File: config.mk
export PLATFORM = sky130hd
export DESIGN_NAME = pipe_hazard_ctrl
export DESIGN_NICKNAME = d
export VERILOG_FILES = /design/src/rtl/pipe_hazard_ctrl_pkg.sv /design/src/rtl/pipe_mem_fsm.sv /design/src/rtl/pipe_hazard_ctrl.sv
export SDC_FILE = /design/constraint.sdc
export NUM_CORES = 1
export LEC_CHECK = 0
export ABC_AREA = 0
export CAP_MARGIN = 20
export CORE_MARGIN = 2
export CORE_UTILIZATION = 30
export DETAILED_ROUTE_END_ITERATION = 7
export HOLD_SLACK_MARGIN = 0.15
export PLACE_DENSITY = 0.64
export SYNTH_ARGS = -nofsm -noshare
export SYNTH_HDL_FRONTEND = slang
export SYNTH_SLANG_ARGS = --single-unit
File: constraint.sdc
create_clock -name clk_i -period 5.36 [get_ports clk_i]
set_input_delay 1.072 -clock clk_i [delete_from_list [all_inputs] [get_ports clk_i]]
set_output_delay 1.072 -clock clk_i [all_outputs]
set_load 0.02 [all_outputs]
File: src/rtl/pipe_hazard_ctrl_pkg.sv
// Shared CPU defines for the pipeline hazard controller.
//   mem_state_e : encoding of the data-memory handshake FSM
//   REG_X0      : address of the hard-wired zero register
package pipe_hazard_ctrl_pkg;

  typedef enum logic {
    IDLE = 1'b0,
    WAIT = 1'b1
  } mem_state_e;

  localparam logic [4:0] REG_X0 = 5'd0;

endpackage : pipe_hazard_ctrl_pkg

File: src/rtl/pipe_mem_fsm.sv
// Data-memory handshake FSM.
// Tracks whether the access in M is still waiting for the data memory and
// produces the request and the memory stall condition.
// Ports:
//   clk_i, rst_n_i : clock, asynchronous active-low reset
//   mem_op_i       : a load or store sits in M
//   dmem_ready_i   : data memory completes the current access
//   dmem_req_o     : data memory request (combinational)
//   mem_stall_o    : pipeline must hold while the access is outstanding
module pipe_mem_fsm
  import pipe_hazard_ctrl_pkg::*;
(
  input  logic clk_i,
  input  logic rst_n_i,
  input  logic mem_op_i,
  input  logic dmem_ready_i,
  output logic dmem_req_o,
  output logic mem_stall_o
);

  mem_state_e state_q, state_d;

  // NOTE: state registers use non-blocking assignment so every flop samples
  // the pre-edge values; blocking here would create order-dependent races.
  // Reset drops any pending access: the FSM restarts in IDLE.
  always_ff @(posedge clk_i or negedge rst_n_i) begin
    if (!rst_n_i) state_q <= IDLE;
    else          state_q <= state_d;
  end

  // NOTE: every output of this block gets a default first, so no path
  // leaves a variable unassigned and no latch is inferred.
  always_comb begin
    state_d     = state_q;
    dmem_req_o  = 1'b0;
    mem_stall_o = 1'b0;
    unique case (state_q)
      IDLE: begin
        dmem_req_o  = mem_op_i;
        // A ready in the same cycle as the request costs no stall cycle.
        mem_stall_o = mem_op_i & ~dmem_ready_i;
        if (mem_op_i && !dmem_ready_i) state_d = WAIT;
      end
      WAIT: begin
        dmem_req_o  = 1'b1;
        mem_stall_o = ~dmem_ready_i;
        if (dmem_ready_i) state_d = IDLE;
      end
      default: state_d = IDLE;
    endcase
  end

endmodule : pipe_mem_fsm

File: src/rtl/pipe_hazard_ctrl.sv
// Pipeline hazard controller for a five-stage F/D/E/M/W pipeline.
// Resolves data-memory stalls, taken-branch flushes and load-use hazards
// into hold (stall) and clear (bubble) controls for the stage registers,
// and counts cycles in which fetch is held.
// Ports:
//   clk_i, rst_n_i              : clock, asynchronous active-low reset
//   D_rs1/rs2_addr_i, _used_i   : sources read by the instruction in D
//   E_reg_waddr_i/_wen_i/_mux_i : destination of the instruction in E (mux=1: load)
//   E_branch_taken_i            : taken branch/jump resolved in E
//   M_mem_wen_i, M_reg_mux_i    : store / load in M
//   dmem_ready_i, dmem_req_o    : data memory handshake
//   *_stall_o, *_bubble_o       : stage register hold / clear controls
//   stall_cycles_o              : saturating count of fetch-stall cycles
module pipe_hazard_ctrl
  import pipe_hazard_ctrl_pkg::*;
#(
  parameter int CNT_W = 32
) (
  input  logic             clk_i,
  input  logic             rst_n_i,
  input  logic [4:0]       D_rs1_addr_i,
  input  logic [4:0]       D_rs2_addr_i,
  input  logic             D_rs1_used_i,
  input  logic             D_rs2_used_i,
  input  logic [4:0]       E_reg_waddr_i,
  input  logic             E_reg_wen_i,
  input  logic             E_reg_mux_i,
  input  logic             E_branch_taken_i,
  input  logic             M_mem_wen_i,
  input  logic             M_reg_mux_i,
  input  logic             dmem_ready_i,
  output logic             dmem_req_o,
  output logic             F_stall_o,
  output logic             D_stall_o,
  output logic             D_bubble_o,
  output logic             E_stall_o,
  output logic             E_bubble_o,
  output logic             M_stall_o,
  output logic             M_bubble_o,
  output logic             W_bubble_o,
  output logic [CNT_W-1:0] stall_cycles_o
);

  logic mem_op;
  logic mem_stall;
  logic load_use;

  assign mem_op = M_mem_wen_i | M_reg_mux_i;

  pipe_mem_fsm u_mem_fsm (
    .clk_i        (clk_i),
    .rst_n_i      (rst_n_i),
    .mem_op_i     (mem_op),
    .dmem_ready_i (dmem_ready_i),
    .dmem_req_o   (dmem_req_o),
    .mem_stall_o  (mem_stall)
  );

  // A load in E whose destination a source of D needs; x0 never creates
  // a dependency because it is never written.
  assign load_use = E_reg_mux_i & E_reg_wen_i & (E_reg_waddr_i != REG_X0) &
                    ((D_rs1_used_i & (D_rs1_addr_i == E_reg_waddr_i)) |
                     (D_rs2_used_i & (D_rs2_addr_i == E_reg_waddr_i)));

  // Priority: memory stall freezes everything; a taken branch discards D,
  // which makes any load-use on that D instruction irrelevant.
  always_comb begin
    F_stall_o  = 1'b0;
    D_stall_o  = 1'b0;
    D_bubble_o = 1'b0;
    E_stall_o  = 1'b0;
    E_bubble_o = 1'b0;
    M_stall_o  = 1'b0;
    M_bubble_o = 1'b0;
    W_bubble_o = 1'b0;
    if (mem_stall) begin
      F_stall_o  = 1'b1;
      D_stall_o  = 1'b1;
      E_stall_o  = 1'b1;
      M_stall_o  = 1'b1;
      W_bubble_o = 1'b1;
    end else if (E_branch_taken_i) begin
      // Fetch keeps running so the branch target enters F.
      D_bubble_o = 1'b1;
      E_bubble_o = 1'b1;
    end else if (load_use) begin
      F_stall_o  = 1'b1;
      D_stall_o  = 1'b1;
      E_bubble_o = 1'b1;
    end
  end

  always_ff @(posedge clk_i or negedge rst_n_i) begin
    if (!rst_n_i) begin
      stall_cycles_o <= '0;
    end else if (F_stall_o && (stall_cycles_o != {CNT_W{1'b1}})) begin
      stall_cycles_o <= stall_cycles_o + CNT_W'(1);
    end
  end

endmodule : pipe_hazard_ctrl
==> flow_results.xml, run 1 <==
<?xml version="1.0" encoding="UTF-8"?>
<metrics>
  <group name="run_status">
    <metric name="outcome" unit="">completed</metric>
  </group>
  <group name="layout">
    <metric name="fin_area" unit="sq um">2616</metric>
    <metric name="multi_input_comb_area" unit="sq um">928.4</metric>
    <metric name="nets" unit="">262</metric>
    <metric name="antennaDiodeCount" unit="">0</metric>
    <metric name="final.fill_count" unit="">588</metric>
    <metric name="regArea" unit="sq um">825.8</metric>
    <metric name="final_layout_size_suffix_gt1_share" unit="%">9.283</metric>
    <metric name="synthToLayoutAreaGrowth" unit="%">41.76</metric>
  </group>
  <group name="sta">
    <metric name="timing.setup.tns" unit="ns">0</metric>
    <metric name="slew-limit-headroom" unit="%">34.66</metric>
    <metric name="hold_viol" unit="">0</metric>
    <metric name="timing.final.ws_setup" unit="ns">1.123</metric>
    <metric name="clock_period_minus_final_worst_setup_slack" unit="ns">4.237</metric>
    <metric name="final_max_slew_viol_count" unit="">0</metric>
    <metric name="timing.final.crit_share" unit="%">79.05</metric>
    <metric name="setup_viol" unit="">0</metric>
    <metric name="tightest_slew" unit="ns">0.9802</metric>
    <metric name="max_freq" unit="MHz">236.0</metric>
    <metric name="fin_worst_skew" unit="ns">0.004955</metric>
    <metric name="rsz0062_at_grt" unit="">no</metric>
  </group>
  <group name="detailed_routing">
    <metric name="routed_via_density" unit="">4.849</metric>
    <metric name="post-route-drc-count" unit="">0</metric>
    <metric name="route.final.wire_length" unit="um">4208</metric>
    <metric name="via_count" unit="">1513</metric>
    <metric name="detail_route.first_pass.iterations" unit="">4</metric>
    <metric name="antenna_violating_nets_post_route" unit="">0</metric>
    <metric name="drtIter0Drc" unit="">62</metric>
    <metric name="drt-wirelength-per-cell" unit="um">13.49</metric>
  </group>
  <group name="power_and_ir_drop">
    <metric name="pwr-share-comb" unit="%">22.6</metric>
    <metric name="p_int" unit="W">0.0005052</metric>
    <metric name="powerDensity" unit="nW/um^2">266.4</metric>
    <metric name="power_frac_clock" unit="%">34.8</metric>
    <metric name="switching_fraction" unit="%">27.52</metric>
    <metric name="vdd_drop_max" unit="uV">241.3</metric>
    <metric name="power.leakage" unit="nW">1.003</metric>
    <metric name="p_switching" unit="W">0.0001918</metric>
    <metric name="seqPwrFrac" unit="%">42.6</metric>
  </group>
  <group name="clock_network">
    <metric name="cts_tree" unit="">yes</metric>
    <metric name="clk_latency_worst_skew_pair" unit="ns">0.28</metric>
    <metric name="cts_post_setup_buffers_inserted" unit="">0</metric>
    <metric name="number_of_gates_resized_after_cts" unit="">0</metric>
    <metric name="buffer_levels_on_the_longest_clock_path" unit="">2</metric>
    <metric name="htree_num_levels" unit="">2</metric>
    <metric name="clockRootBuffer" unit="">sky130_fd_sc_hd__clkbuf_8</metric>
    <metric name="clkTransAtPathRegs" unit="ns">0.07</metric>
    <metric name="cts_hold_buffers" unit="">0</metric>
    <metric name="numCtsBuffers" unit="">5</metric>
    <metric name="cts_sinks" unit="">33</metric>
  </group>
  <group name="place">
    <metric name="placement.cell_area" unit="sq um">2500</metric>
    <metric name="portBuffers" unit="">64</metric>
    <metric name="place_congestion" unit="">0.7171</metric>
    <metric name="dp_hpwl" unit="um">3100</metric>
    <metric name="placement.setup.worst_slack" unit="ns">1.114</metric>
  </group>
  <group name="synth">
    <metric name="netlist.top_cell.by_area" unit="">sky130_fd_sc_hd__dfrtp_1</metric>
    <metric name="yosysWarningCount" unit="">0</metric>
    <metric name="synth_cells" unit="">174</metric>
    <metric name="cell_variety_after_synth" unit="">35</metric>
    <metric name="synth_area_leaders" unit="">sky130_fd_sc_hd__dfrtp_1 45%, sky130_fd_sc_hd__xnor2_1 18%, sky130_fd_sc_hd__nand4_1 6.8%</metric>
    <metric name="most_numerous_cell_types_in_the_synthesized_netlist" unit="">37 x sky130_fd_sc_hd__xnor2_1, 33 x sky130_fd_sc_hd__dfrtp_1, 20 x sky130_fd_sc_hd__nand4_1, 12 x sky130_fd_sc_hd__nand2_1, 8 x sky130_fd_sc_hd__nand3_1</metric>
    <metric name="syn_nets" unit="">200</metric>
    <metric name="synth_sequential_area_ratio" unit="%">44.75</metric>
    <metric name="syn-cell-area" unit="sq um">1846</metric>
    <metric name="async_set_or_reset_register_ratio_after_synthesis" unit="%">100.0</metric>
    <metric name="synth_seq_cells" unit="">33</metric>
    <metric name="post-synth-top-count-cell" unit="">sky130_fd_sc_hd__xnor2_1</metric>
    <metric name="synth_edf_count" unit="">0</metric>
    <metric name="synth_ff_type" unit="">sky130_fd_sc_hd__dfrtp_1</metric>
    <metric name="synth.avg_cell_area" unit="sq um">10.61</metric>
    <metric name="netlist.area_leader.share" unit="%">44.75</metric>
  </group>
  <group name="worst_setup_path">
    <metric name="required" unit="ns">4.29</metric>
    <metric name="crit_arrival" unit="ns">3.17</metric>
    <metric name="critical_path_max_stage_delay" unit="ns">0.56</metric>
    <metric name="slowest_stage" unit="">sky130_fd_sc_hd__or4_4</metric>
    <metric name="slack_of_the_worst_reg_to_reg_path" unit="ns">2.67</metric>
    <metric name="critical_path_buf_inv_count" unit="">2</metric>
    <metric name="worstSetupPathDepth" unit="">6</metric>
    <metric name="critPathKind" unit="">input pin to primary output</metric>
    <metric name="worst_path_dominant_cell_family" unit="">buffers and inverters</metric>
    <metric name="list_of_cells_traversed_by_the_critical_path" unit="">clkdlybuf4s50_1, or4_4, o211ai_2, o21ai_2, and2_2, clkdlybuf4s50_1</metric>
    <metric name="startpoint_type" unit="">input pin</metric>
    <metric name="timing.critical_path.fanout_max" unit="">8</metric>
    <metric name="r2r_cells" unit="">6</metric>
    <metric name="cp-end-kind" unit="">primary output</metric>
    <metric name="critPathMostFrequentCell" unit="">sky130_fd_sc_hd__clkdlybuf4s50_1</metric>
  </group>
  <group name="floorplan">
    <metric name="fp.dieW" unit="um">82.43</metric>
    <metric name="core_area" unit="sq um">5921</metric>
    <metric name="floorplan.initialDensity" unit="%">31.17</metric>
    <metric name="floorplan.die_area" unit="sq um">6795</metric>
    <metric name="die_h" unit="um">82.43</metric>
    <metric name="placementRows" unit="">28</metric>
    <metric name="ioPinCount" unit="">66</metric>
  </group>
  <group name="global_route">
    <metric name="grt_usage" unit="%">13.27</metric>
    <metric name="grt-ovfl-total" unit="">0</metric>
    <metric name="grt_max_degree" unit="">34</metric>
    <metric name="antenna_violations_before_repair" unit="">0</metric>
    <metric name="first_global_vias" unit="">1448</metric>
    <metric name="grt_first_pass_wirelength" unit="um">7017</metric>
  </group>
  <group name="hold_path">
    <metric name="worstHoldPathCells" unit="">1</metric>
    <metric name="holdCritPathClass" unit="">flop to flop</metric>
  </group>
  <group name="flow_run">
    <metric name="number_of_maximum_capacitance_constraint_violations" unit="">0</metric>
  </group>
</metrics>
-- flip-flops by register name, summed over array words and instances, names as in the netlist --
| register | count |
|---|---|
| stall_cycles_o | 32 |
| u_mem_fsm.state_q | 1 |
-- cells in the final DEF, fill, tap and decap left out, types with 2 or more instances in the layout --
cell                               n
sky130_fd_sc_hd__xnor2_1          37
sky130_fd_sc_hd__dfrtp_1          33
sky130_fd_sc_hd__and3_1            7
sky130_fd_sc_hd__and2_2            2
sky130_fd_sc_hd__nand2_1          12
sky130_fd_sc_hd__nand3_2           3
sky130_fd_sc_hd__nand4_1          20
sky130_fd_sc_hd__nand3_1           8
sky130_fd_sc_hd__and4_1            6
sky130_fd_sc_hd__nor3_1            3
sky130_fd_sc_hd__a21oi_1           2
sky130_fd_sc_hd__and2_1            5
sky130_fd_sc_hd__clkbuf_8          6
sky130_fd_sc_hd__clkdlybuf4s50_1  64
sky130_fd_sc_hd__nor2_1            5
sky130_fd_sc_hd__mux2_2            3
-- power by group through the flow --
stage | combinational [W] | sequential, W | clock [W]
finish | 0.000158 | 0.000297 | 0.000243
global route | 0.000172 | 0.000301 | 0.000258
CTS | 0.000160 | 0.000298 | 0.000249
detailed placement | 0.000159 | 0.000302 | 0
global placement | 0.000159 | 0.000301 | 0
floorplan | 0.0000602 | 0.000321 | 0
-- layer usage --
| metal | up-vias | global-route usage, % | wire length [um] |
|---|---|---|---|
| met5 | - | 0 | 0 |
| li1 | 736 | - | - |
| met3 | 5 | 3.261 | 192 |
| met4 | 0 | 3.500 | 28 |
| met1 | 732 | 18.83 | 1986 |
| met2 | 40 | 20.08 | 2000 |
-- cell families (layout without fill, tap and decap cells) --
kind of cell	count (synthesis)	after routing	share of synthesized area, %
DFF	33	33	44.75
other	1	1	0.2032
and+or+nand+nor	78	78	25.76
adders and majority gates	1	1	0.6779
muxes	3	3	1.830
xor gates and xnor gates	38	38	18.03
buffers and inverters	11	74	4.949
AOI/OAI and AO/OA	9	9	3.797
-- stage by stage --
stage | hold slack (ns) | total power (W) | instances | utilization, %
after floorplan | 0.5938 | 0.0003817 | 174 | -
after global placement | 0.4825 | 0.0004602 | 304 | 42.22
after detailed placement | 0.4935 | 0.0004607 | 304 | 42.22
after CTS | 0.5029 | 0.0007064 | 312 | 44.19
after global routing | 0.5135 | 0.0007316 | 312 | 44.19
final | 0.4938 | 0.0006970 | 312 | 44.19
-- final cells by class --
class	instances	share of cell area, %
Tap cell	75	3.587
Inverter	1	0.1435
Clock buffer	7	3.300
Timing Repair Buffer	65	24.77
Multi-Input combinational cell	130	35.49
Clock inverter	1	1.148
Sequential cell	33	31.56
-- worst paths after layout --
path | to | startpoint
worst max-delay path | F_stall_o | E_reg_waddr_i[1]
worst min-delay path | stall_cycles_o[15] | stall_cycles_o[15]
worst max register to register | stall_cycles_o[1] | stall_cycles_o[0]
worst min register to register | stall_cycles_o[15] | stall_cycles_o[15]
max in group asynchronous | stall_cycles_o[10] | rst_n_i
min in group asynchronous | stall_cycles_o[23] | rst_n_i
Power figures use the tool's default switching activity.
==> inputs of run 2 (changes only) <==
==> constraint.sdc (replaced) <==
create_clock -name clk_i -period 3.9 [get_ports clk_i]
set_input_delay 0.78 -clock clk_i [delete_from_list [all_inputs] [get_ports clk_i]]
set_output_delay 0.78 -clock clk_i [all_outputs]
set_load 0.02 [all_outputs]
==> run 2 against run 1 <==
Compared with the run above: combinational power rose by 37%; setup slack got worse by 0.87 ns; cell count fell by 0.64%; critical path depth did not move; sequential share of layout area rose by 0.52 points; critical path type unchanged; highest routed layer unchanged.
==> flow_results.xml, run 2 (synthesis results as in run 1) <==
<?xml version="1.0" encoding="UTF-8"?>
<metrics>
  <group name="floorplan">
    <metric name="fp.dieW" unit="um">82.43</metric>
    <metric name="core_area" unit="sq um">5921</metric>
    <metric name="ioPinCount" unit="">66</metric>
    <metric name="floorplan.initialDensity" unit="%">31.17</metric>
    <metric name="die_h" unit="um">82.43</metric>
    <metric name="placementRows" unit="">28</metric>
    <metric name="floorplan.die_area" unit="sq um">6795</metric>
  </group>
  <group name="place">
    <metric name="dp_hpwl" unit="um">3075</metric>
    <metric name="placement.cell_area" unit="sq um">2500</metric>
    <metric name="portBuffers" unit="">64</metric>
    <metric name="place_congestion" unit="">0.7172</metric>
  </group>
  <group name="layout">
    <metric name="regArea" unit="sq um">825.8</metric>
    <metric name="fin_area" unit="sq um">2574</metric>
    <metric name="layout_top_registers" unit="">stall_cycles_o: 32 flops, u_mem_fsm.state_q: 1 flops</metric>
    <metric name="most_used_cells_in_the_layout_excluding_fill_and_tap_cells" unit="">64 x sky130_fd_sc_hd__clkdlybuf4s50_1, 37 x sky130_fd_sc_hd__xnor2_1, 33 x sky130_fd_sc_hd__dfrtp_1</metric>
    <metric name="multi_input_comb_area" unit="sq um">928.4</metric>
    <metric name="antennaDiodeCount" unit="">0</metric>
    <metric name="nets" unit="">262</metric>
    <metric name="final_layout_size_suffix_gt1_share" unit="%">8.936</metric>
    <metric name="mostFrequentLayoutCell" unit="">sky130_fd_sc_hd__clkdlybuf4s50_1</metric>
    <metric name="max_flop_register" unit="">stall_cycles_o</metric>
    <metric name="final.fill_count" unit="">588</metric>
    <metric name="largest_register_ff_count" unit="">32</metric>
    <metric name="synthToLayoutAreaGrowth" unit="%">39.46</metric>
  </group>
  <group name="worst_setup_path">
    <metric name="cp-end-kind" unit="">primary output</metric>
    <metric name="worst_path_dominant_cell_family" unit="">buffers and inverters</metric>
    <metric name="r2r_cells" unit="">6</metric>
    <metric name="startpoint" unit="">E_reg_waddr_i[2]</metric>
    <metric name="critPathMostFrequentCell" unit="">sky130_fd_sc_hd__clkdlybuf4s50_1</metric>
    <metric name="crit-reg2reg-capture" unit="">stall_cycles_o[1]</metric>
    <metric name="startpoint_type" unit="">input pin</metric>
    <metric name="slowest_stage" unit="">sky130_fd_sc_hd__clkdlybuf4s50_1</metric>
    <metric name="required" unit="ns">3.12</metric>
    <metric name="list_of_cells_traversed_by_the_critical_path" unit="">clkdlybuf4s50_1, or4_4, o211ai_2, o21ai_2, and2_2, clkdlybuf4s50_1</metric>
    <metric name="crit-reg2reg-launch" unit="">stall_cycles_o[0]</metric>
    <metric name="critical_path_buf_inv_count" unit="">2</metric>
    <metric name="timing.critical_path.fanout_max" unit="">8</metric>
    <metric name="slack_of_the_worst_reg_to_reg_path" unit="ns">1.23</metric>
    <metric name="crit_arrival" unit="ns">2.87</metric>
    <metric name="critPathKind" unit="">input pin to primary output</metric>
    <metric name="critical_path_max_stage_delay" unit="ns">0.55</metric>
  </group>
  <group name="flow_run">
    <metric name="number_of_maximum_capacitance_constraint_violations" unit="">0</metric>
  </group>
  <group name="detailed_routing">
    <metric name="wl_met2" unit="um">1998</metric>
    <metric name="post-route-drc-count" unit="">0</metric>
    <metric name="route.final.wire_length" unit="um">4203</metric>
    <metric name="antenna_violating_nets_post_route" unit="">0</metric>
    <metric name="drtIter0Drc" unit="">73</metric>
    <metric name="routed_via_density" unit="">4.829</metric>
    <metric name="detail_route.first_pass.iterations" unit="">4</metric>
    <metric name="detail_route.wirelength.met1" unit="um">1984</metric>
    <metric name="route.top_layer_used" unit="">met4</metric>
    <metric name="via_count" unit="">1497</metric>
    <metric name="drt-wirelength-per-cell" unit="um">13.56</metric>
    <metric name="dr_wl_met3" unit="um">188</metric>
  </group>
  <group name="clock_network">
    <metric name="cts_tree" unit="">yes</metric>
    <metric name="number_of_gates_resized_after_cts" unit="">0</metric>
    <metric name="cts_hold_buffers" unit="">0</metric>
    <metric name="cts_post_setup_buffers_inserted" unit="">0</metric>
    <metric name="buffer_levels_on_the_longest_clock_path" unit="">2</metric>
    <metric name="clkTransAtPathRegs" unit="ns">0.06</metric>
    <metric name="clk_latency_worst_skew_pair" unit="ns">0.28</metric>
    <metric name="htree_num_levels" unit="">2</metric>
    <metric name="clockRootBuffer" unit="">sky130_fd_sc_hd__clkbuf_8</metric>
    <metric name="cts_sinks" unit="">33</metric>
    <metric name="numCtsBuffers" unit="">5</metric>
  </group>
  <group name="global_route">
    <metric name="first_global_vias" unit="">1444</metric>
    <metric name="antenna_violations_before_repair" unit="">0</metric>
    <metric name="grt_first_pass_wirelength" unit="um">6989</metric>
    <metric name="grt_max_degree" unit="">34</metric>
    <metric name="grt-ovfl-total" unit="">0</metric>
    <metric name="grt_usage" unit="%">13.18</metric>
  </group>
  <group name="run_status">
    <metric name="outcome" unit="">completed</metric>
  </group>
  <group name="sta">
    <metric name="fin_worst_skew" unit="ns">0.005586</metric>
    <metric name="setup_viol" unit="">0</metric>
    <metric name="tightest_slew" unit="ns">0.9508</metric>
    <metric name="clock_period_minus_final_worst_setup_slack" unit="ns">3.647</metric>
    <metric name="final_max_slew_viol_count" unit="">0</metric>
    <metric name="slew-limit-headroom" unit="%">36.61</metric>
    <metric name="rsz0062_at_grt" unit="">no</metric>
    <metric name="timing.setup.tns" unit="ns">0</metric>
    <metric name="hold_viol" unit="">0</metric>
    <metric name="max_freq" unit="MHz">274.2</metric>
    <metric name="timing.final.crit_share" unit="%">93.52</metric>
  </group>
  <group name="hold_path">
    <metric name="min_from" unit="">stall_cycles_o[15]</metric>
    <metric name="holdCritPathClass" unit="">flop to flop</metric>
    <metric name="hold_end" unit="">stall_cycles_o[15]</metric>
    <metric name="worstHoldPathCells" unit="">1</metric>
  </group>
  <group name="power_and_ir_drop">
    <metric name="powerDensity" unit="nW/um^2">333.9</metric>
    <metric name="vdd_drop_max" unit="uV">326.8</metric>
    <metric name="power.leakage" unit="nW">0.9849</metric>
  </group>
</metrics>
-- run 2: changes by cell type in the layout (fill, tap and decap cells not counted) --
cell	previous run	this run
sky130_fd_sc_hd__clkbuf_8	6	5
sky130_fd_sc_hd__clkbuf_1	1	0
sky130_fd_sc_hd__bufinv_16	1	0
sky130_fd_sc_hd__clkinv_2	0	1
-- run 2: how the worst max path moves through the flow --
stage	depth (start not counted)	end
6_report	6	F_stall_o
5_1_grt	6	D_stall_o
4_1_cts	6	F_stall_o
3_5_place_dp	6	F_stall_o
3_3_place_gp	6	F_stall_o
2_1_floorplan	6	F_stall_o
-- run 2: final cells by class --
class / instances / area share (%)
tap: 75 / 3.646
clock inverter: 1 / 0.1945
multi-input combinational: 130 / 36.07
timing repair buffer: 65 / 25.18
sequential: 33 / 32.09
clock buffer: 5 / 2.674
inverter: 1 / 0.1458
-- run 2: power by group --
part / switching (W) / leakage, nW / internal [W]
registers: 0.0000374 / 0.450 / 0.000371
logic: 0.000101 / 0.495 / 0.000115
clock network: 0.000117 / 0.0399 / 0.000117
-- run 2: metal layers --
layer  track usage (%)  vias to the layer above
li1                  -                      738
met5                 0                        -
met1             18.79                      717
met3             3.152                        5
met4             4.167                        0
met2             19.60                       37
-- run 2: per-stage QoR --
stage,hold slack [ns],setup slack (ns),cells,utilization [%],power (W)
5_1_grt,0.5350,0.1512,310,43.47,0.0009062
6_report,0.4979,0.2525,310,43.47,0.0008594
2_1_floorplan,0.4844,1.043,174,-,0.0005245
4_1_cts,0.5070,0.2394,310,43.47,0.0008716
3_3_place_gp,0.4823,0.2574,304,42.22,0.0006326
3_5_place_dp,0.4981,0.2409,304,42.22,0.0006336
==> inputs of run 3 (changes only) <==
--- a/config.mk
+++ b/config.mk
@@ -7,11 +7,11 @@
 export LEC_CHECK = 0
 export ABC_AREA = 0
 export CAP_MARGIN = 20
-export CORE_MARGIN = 2
 export CORE_UTILIZATION = 30
 export DETAILED_ROUTE_END_ITERATION = 7
 export HOLD_SLACK_MARGIN = 0.15
 export PLACE_DENSITY = 0.64
+export SKIP_CTS_REPAIR_TIMING = 1
 export SYNTH_ARGS = -nofsm -noshare
 export SYNTH_HDL_FRONTEND = slang
 export SYNTH_SLANG_ARGS = --single-unit
==> run 3 against run 2 <==
Compared with the run above: non-clock buffer count did not move; hold slack is essentially flat; die area is 4.8% lower; via count up 0.67%; sequential share of layout area fell by 0.52 points; routed wire length decreased by 3.1%; critical path type unchanged; largest power group unchanged; highest routed layer unchanged.
==> flow_results.xml, run 3 (synthesis results as in run 1) <==
<?xml version="1.0" encoding="UTF-8"?>
<metrics>
  <group name="global_route">
    <metric name="grt_max_degree" unit="">34</metric>
    <metric name="grt-ovfl-total" unit="">0</metric>
    <metric name="first_global_vias" unit="">1390</metric>
    <metric name="grt_usage" unit="%">13.59</metric>
    <metric name="antenna_violations_before_repair" unit="">0</metric>
    <metric name="grt_first_pass_wirelength" unit="um">6727</metric>
  </group>
  <group name="detailed_routing">
    <metric name="post-route-drc-count" unit="">0</metric>
    <metric name="via_count" unit="">1507</metric>
    <metric name="antenna_violating_nets_post_route" unit="">0</metric>
    <metric name="drtIter0Drc" unit="">77</metric>
    <metric name="drt-wirelength-per-cell" unit="um">13.06</metric>
    <metric name="route.final.wire_length" unit="um">4074</metric>
    <metric name="detail_route.first_pass.iterations" unit="">4</metric>
    <metric name="routed_via_density" unit="">4.830</metric>
  </group>
  <group name="clock_network">
    <metric name="numCtsBuffers" unit="">5</metric>
    <metric name="cts_sinks" unit="">33</metric>
    <metric name="cts_tree" unit="">yes</metric>
    <metric name="clockRootBuffer" unit="">sky130_fd_sc_hd__clkbuf_8</metric>
    <metric name="buffer_levels_on_the_longest_clock_path" unit="">2</metric>
    <metric name="clkTransAtPathRegs" unit="ns">0.07</metric>
    <metric name="htree_num_levels" unit="">2</metric>
    <metric name="clk_latency_worst_skew_pair" unit="ns">0.28</metric>
  </group>
  <group name="layout">
    <metric name="max_flop_register" unit="">stall_cycles_o</metric>
    <metric name="final_layout_size_suffix_gt1_share" unit="%">9.283</metric>
    <metric name="layout_top_registers" unit="">stall_cycles_o: 32 flops, u_mem_fsm.state_q: 1 flops</metric>
    <metric name="most_used_cells_in_the_layout_excluding_fill_and_tap_cells" unit="">64 x sky130_fd_sc_hd__clkdlybuf4s50_1, 37 x sky130_fd_sc_hd__xnor2_1, 33 x sky130_fd_sc_hd__dfrtp_1</metric>
    <metric name="final.fill_count" unit="">564</metric>
    <metric name="mostFrequentLayoutCell" unit="">sky130_fd_sc_hd__clkdlybuf4s50_1</metric>
    <metric name="synthToLayoutAreaGrowth" unit="%">41.76</metric>
    <metric name="largest_register_ff_count" unit="">32</metric>
    <metric name="antennaDiodeCount" unit="">0</metric>
    <metric name="nets" unit="">262</metric>
  </group>
  <group name="floorplan">
    <metric name="ioPinCount" unit="">66</metric>
    <metric name="floorplan.die_area" unit="sq um">6469</metric>
    <metric name="floorplan.initialDensity" unit="%">31.17</metric>
    <metric name="fp.dieW" unit="um">80.43</metric>
    <metric name="placementRows" unit="">28</metric>
    <metric name="die_h" unit="um">80.43</metric>
    <metric name="core_area" unit="sq um">5921</metric>
  </group>
  <group name="power_and_ir_drop">
    <metric name="switching_fraction" unit="%">27.29</metric>
    <metric name="vdd_drop_max" unit="uV">353.3</metric>
    <metric name="p_int" unit="W">0.0006946</metric>
    <metric name="power.leakage" unit="nW">1.003</metric>
    <metric name="powerDensity" unit="nW/um^2">365.1</metric>
    <metric name="pwr-share-comb" unit="%">22.7</metric>
    <metric name="power_frac_clock" unit="%">34.7</metric>
    <metric name="seqPwrFrac" unit="%">42.6</metric>
    <metric name="p_switching" unit="W">0.0002607</metric>
  </group>
  <group name="worst_setup_path">
    <metric name="list_of_cells_traversed_by_the_critical_path" unit="">clkdlybuf4s50_1, or4_4, o211ai_2, o21ai_2, and2_2, clkdlybuf4s50_1</metric>
    <metric name="slowest_stage" unit="">sky130_fd_sc_hd__or4_4</metric>
    <metric name="cp-end-kind" unit="">primary output</metric>
    <metric name="critPathMostFrequentCell" unit="">sky130_fd_sc_hd__clkdlybuf4s50_1</metric>
    <metric name="crit_arrival" unit="ns">2.89</metric>
    <metric name="critPathKind" unit="">input pin to primary output</metric>
    <metric name="critical_path_max_stage_delay" unit="ns">0.57</metric>
    <metric name="timing.critical_path.fanout_max" unit="">8</metric>
    <metric name="required" unit="ns">3.12</metric>
    <metric name="startpoint_type" unit="">input pin</metric>
  </group>
  <group name="sta">
    <metric name="clock_period_minus_final_worst_setup_slack" unit="ns">3.671</metric>
    <metric name="timing.final.ws_setup" unit="ns">0.2287</metric>
    <metric name="setup_viol" unit="">0</metric>
    <metric name="rsz0062_at_grt" unit="">no</metric>
    <metric name="tightest_slew" unit="ns">0.9730</metric>
    <metric name="hold_viol" unit="">0</metric>
    <metric name="fin_worst_skew" unit="ns">0.004832</metric>
    <metric name="timing.setup.tns" unit="ns">0</metric>
    <metric name="final_max_slew_viol_count" unit="">0</metric>
    <metric name="timing.hold.ws" unit="ns">0.4975</metric>
    <metric name="max_freq" unit="MHz">272.4</metric>
    <metric name="slew-limit-headroom" unit="%">35.13</metric>
    <metric name="timing.final.crit_share" unit="%">94.13</metric>
  </group>
  <group name="place">
    <metric name="portBuffers" unit="">64</metric>
    <metric name="dp_hpwl" unit="um">2965</metric>
    <metric name="placement.setup.worst_slack" unit="ns">0.2312</metric>
    <metric name="place_congestion" unit="">0.7337</metric>
  </group>
  <group name="run_status">
    <metric name="outcome" unit="">completed</metric>
  </group>
  <group name="flow_run">
    <metric name="number_of_maximum_capacitance_constraint_violations" unit="">0</metric>
  </group>
  <group name="hold_path">
    <metric name="holdCritPathClass" unit="">flop to flop</metric>
  </group>
</metrics>
[run 3: cell count changes in the layout (fill, tap and decap cells not counted), sizes merged]
cell    previous run  this run
clkbuf             5         7
bufinv             0         1
clkinv             1         0
[run 3: cell type report]
| type | count | area (sq um) | area share (%) |
|---|---|---|---|
| sequential | 33 | 825.8 | 31.56 |
| multi-input combinational | 130 | 928.4 | 35.49 |
| timing repair buffer | 65 | 648.1 | 24.77 |
| tap | 75 | 93.84 | 3.587 |
| clock buffer | 7 | 86.33 | 3.300 |
| clock inverter | 1 | 30.03 | 1.148 |
| inverter | 1 | 3.754 | 0.1435 |
[run 3: worst paths after layout]
check / from / endpoint / slack, ns / cells after the start
worst max-delay path: E_reg_waddr_i[1] / D_stall_o / 0.23 / 6
worst min-delay path: stall_cycles_o[6] / stall_cycles_o[6] / 0.50 / 1
worst max register to register: stall_cycles_o[0] / stall_cycles_o[1] / 1.23 / 6
worst min register to register: stall_cycles_o[6] / stall_cycles_o[6] / 0.50 / 1
max in group asynchronous: rst_n_i / stall_cycles_o[11] / 2.69 / 2
min in group asynchronous: rst_n_i / stall_cycles_o[12] / 0.90 / 2
[run 3: stage by stage]
| step | cells | power, W | instance area, sq um | utilization (%) |
|---|---|---|---|---|
| floorplan | 174 | 0.0005245 | 1846 | - |
| global placement | 304 | 0.0006324 | 2500 | 42.22 |
| detailed placement | 304 | 0.0006330 | 2500 | 42.22 |
| CTS | 312 | 0.0009713 | 2616 | 44.19 |
| global route | 312 | 0.001004 | 2616 | 44.19 |
| finish | 312 | 0.0009553 | 2616 | 44.19 |
[run 3: layer usage]
layer	vias up	track usage (%)	wire length, um
met5	-	0	0
met4	0	4.821	46
met1	725	18.06	1930
met2	36	21.02	1909
li1	739	-	-
met3	7	3.636	186
[run 3: worst max-delay path: cells and delay by family]
kind | cells | cell delay [ns]
buf+inv | 2 | 1.02
compound gates | 2 | 0.29
simple gates | 2 | 0.80
[run 3: power by group through the flow]
stage | Combinational (W) | Clock [W] | Sequential [W]
final | 0.000217 | 0.000332 | 0.000407
after global routing | 0.000234 | 0.000358 | 0.000412
after CTS | 0.000221 | 0.000343 | 0.000408
after detailed placement | 0.000219 | 0 | 0.000414
after global placement | 0.000218 | 0 | 0.000414
after floorplan | 0.0000827 | 0 | 0.000442
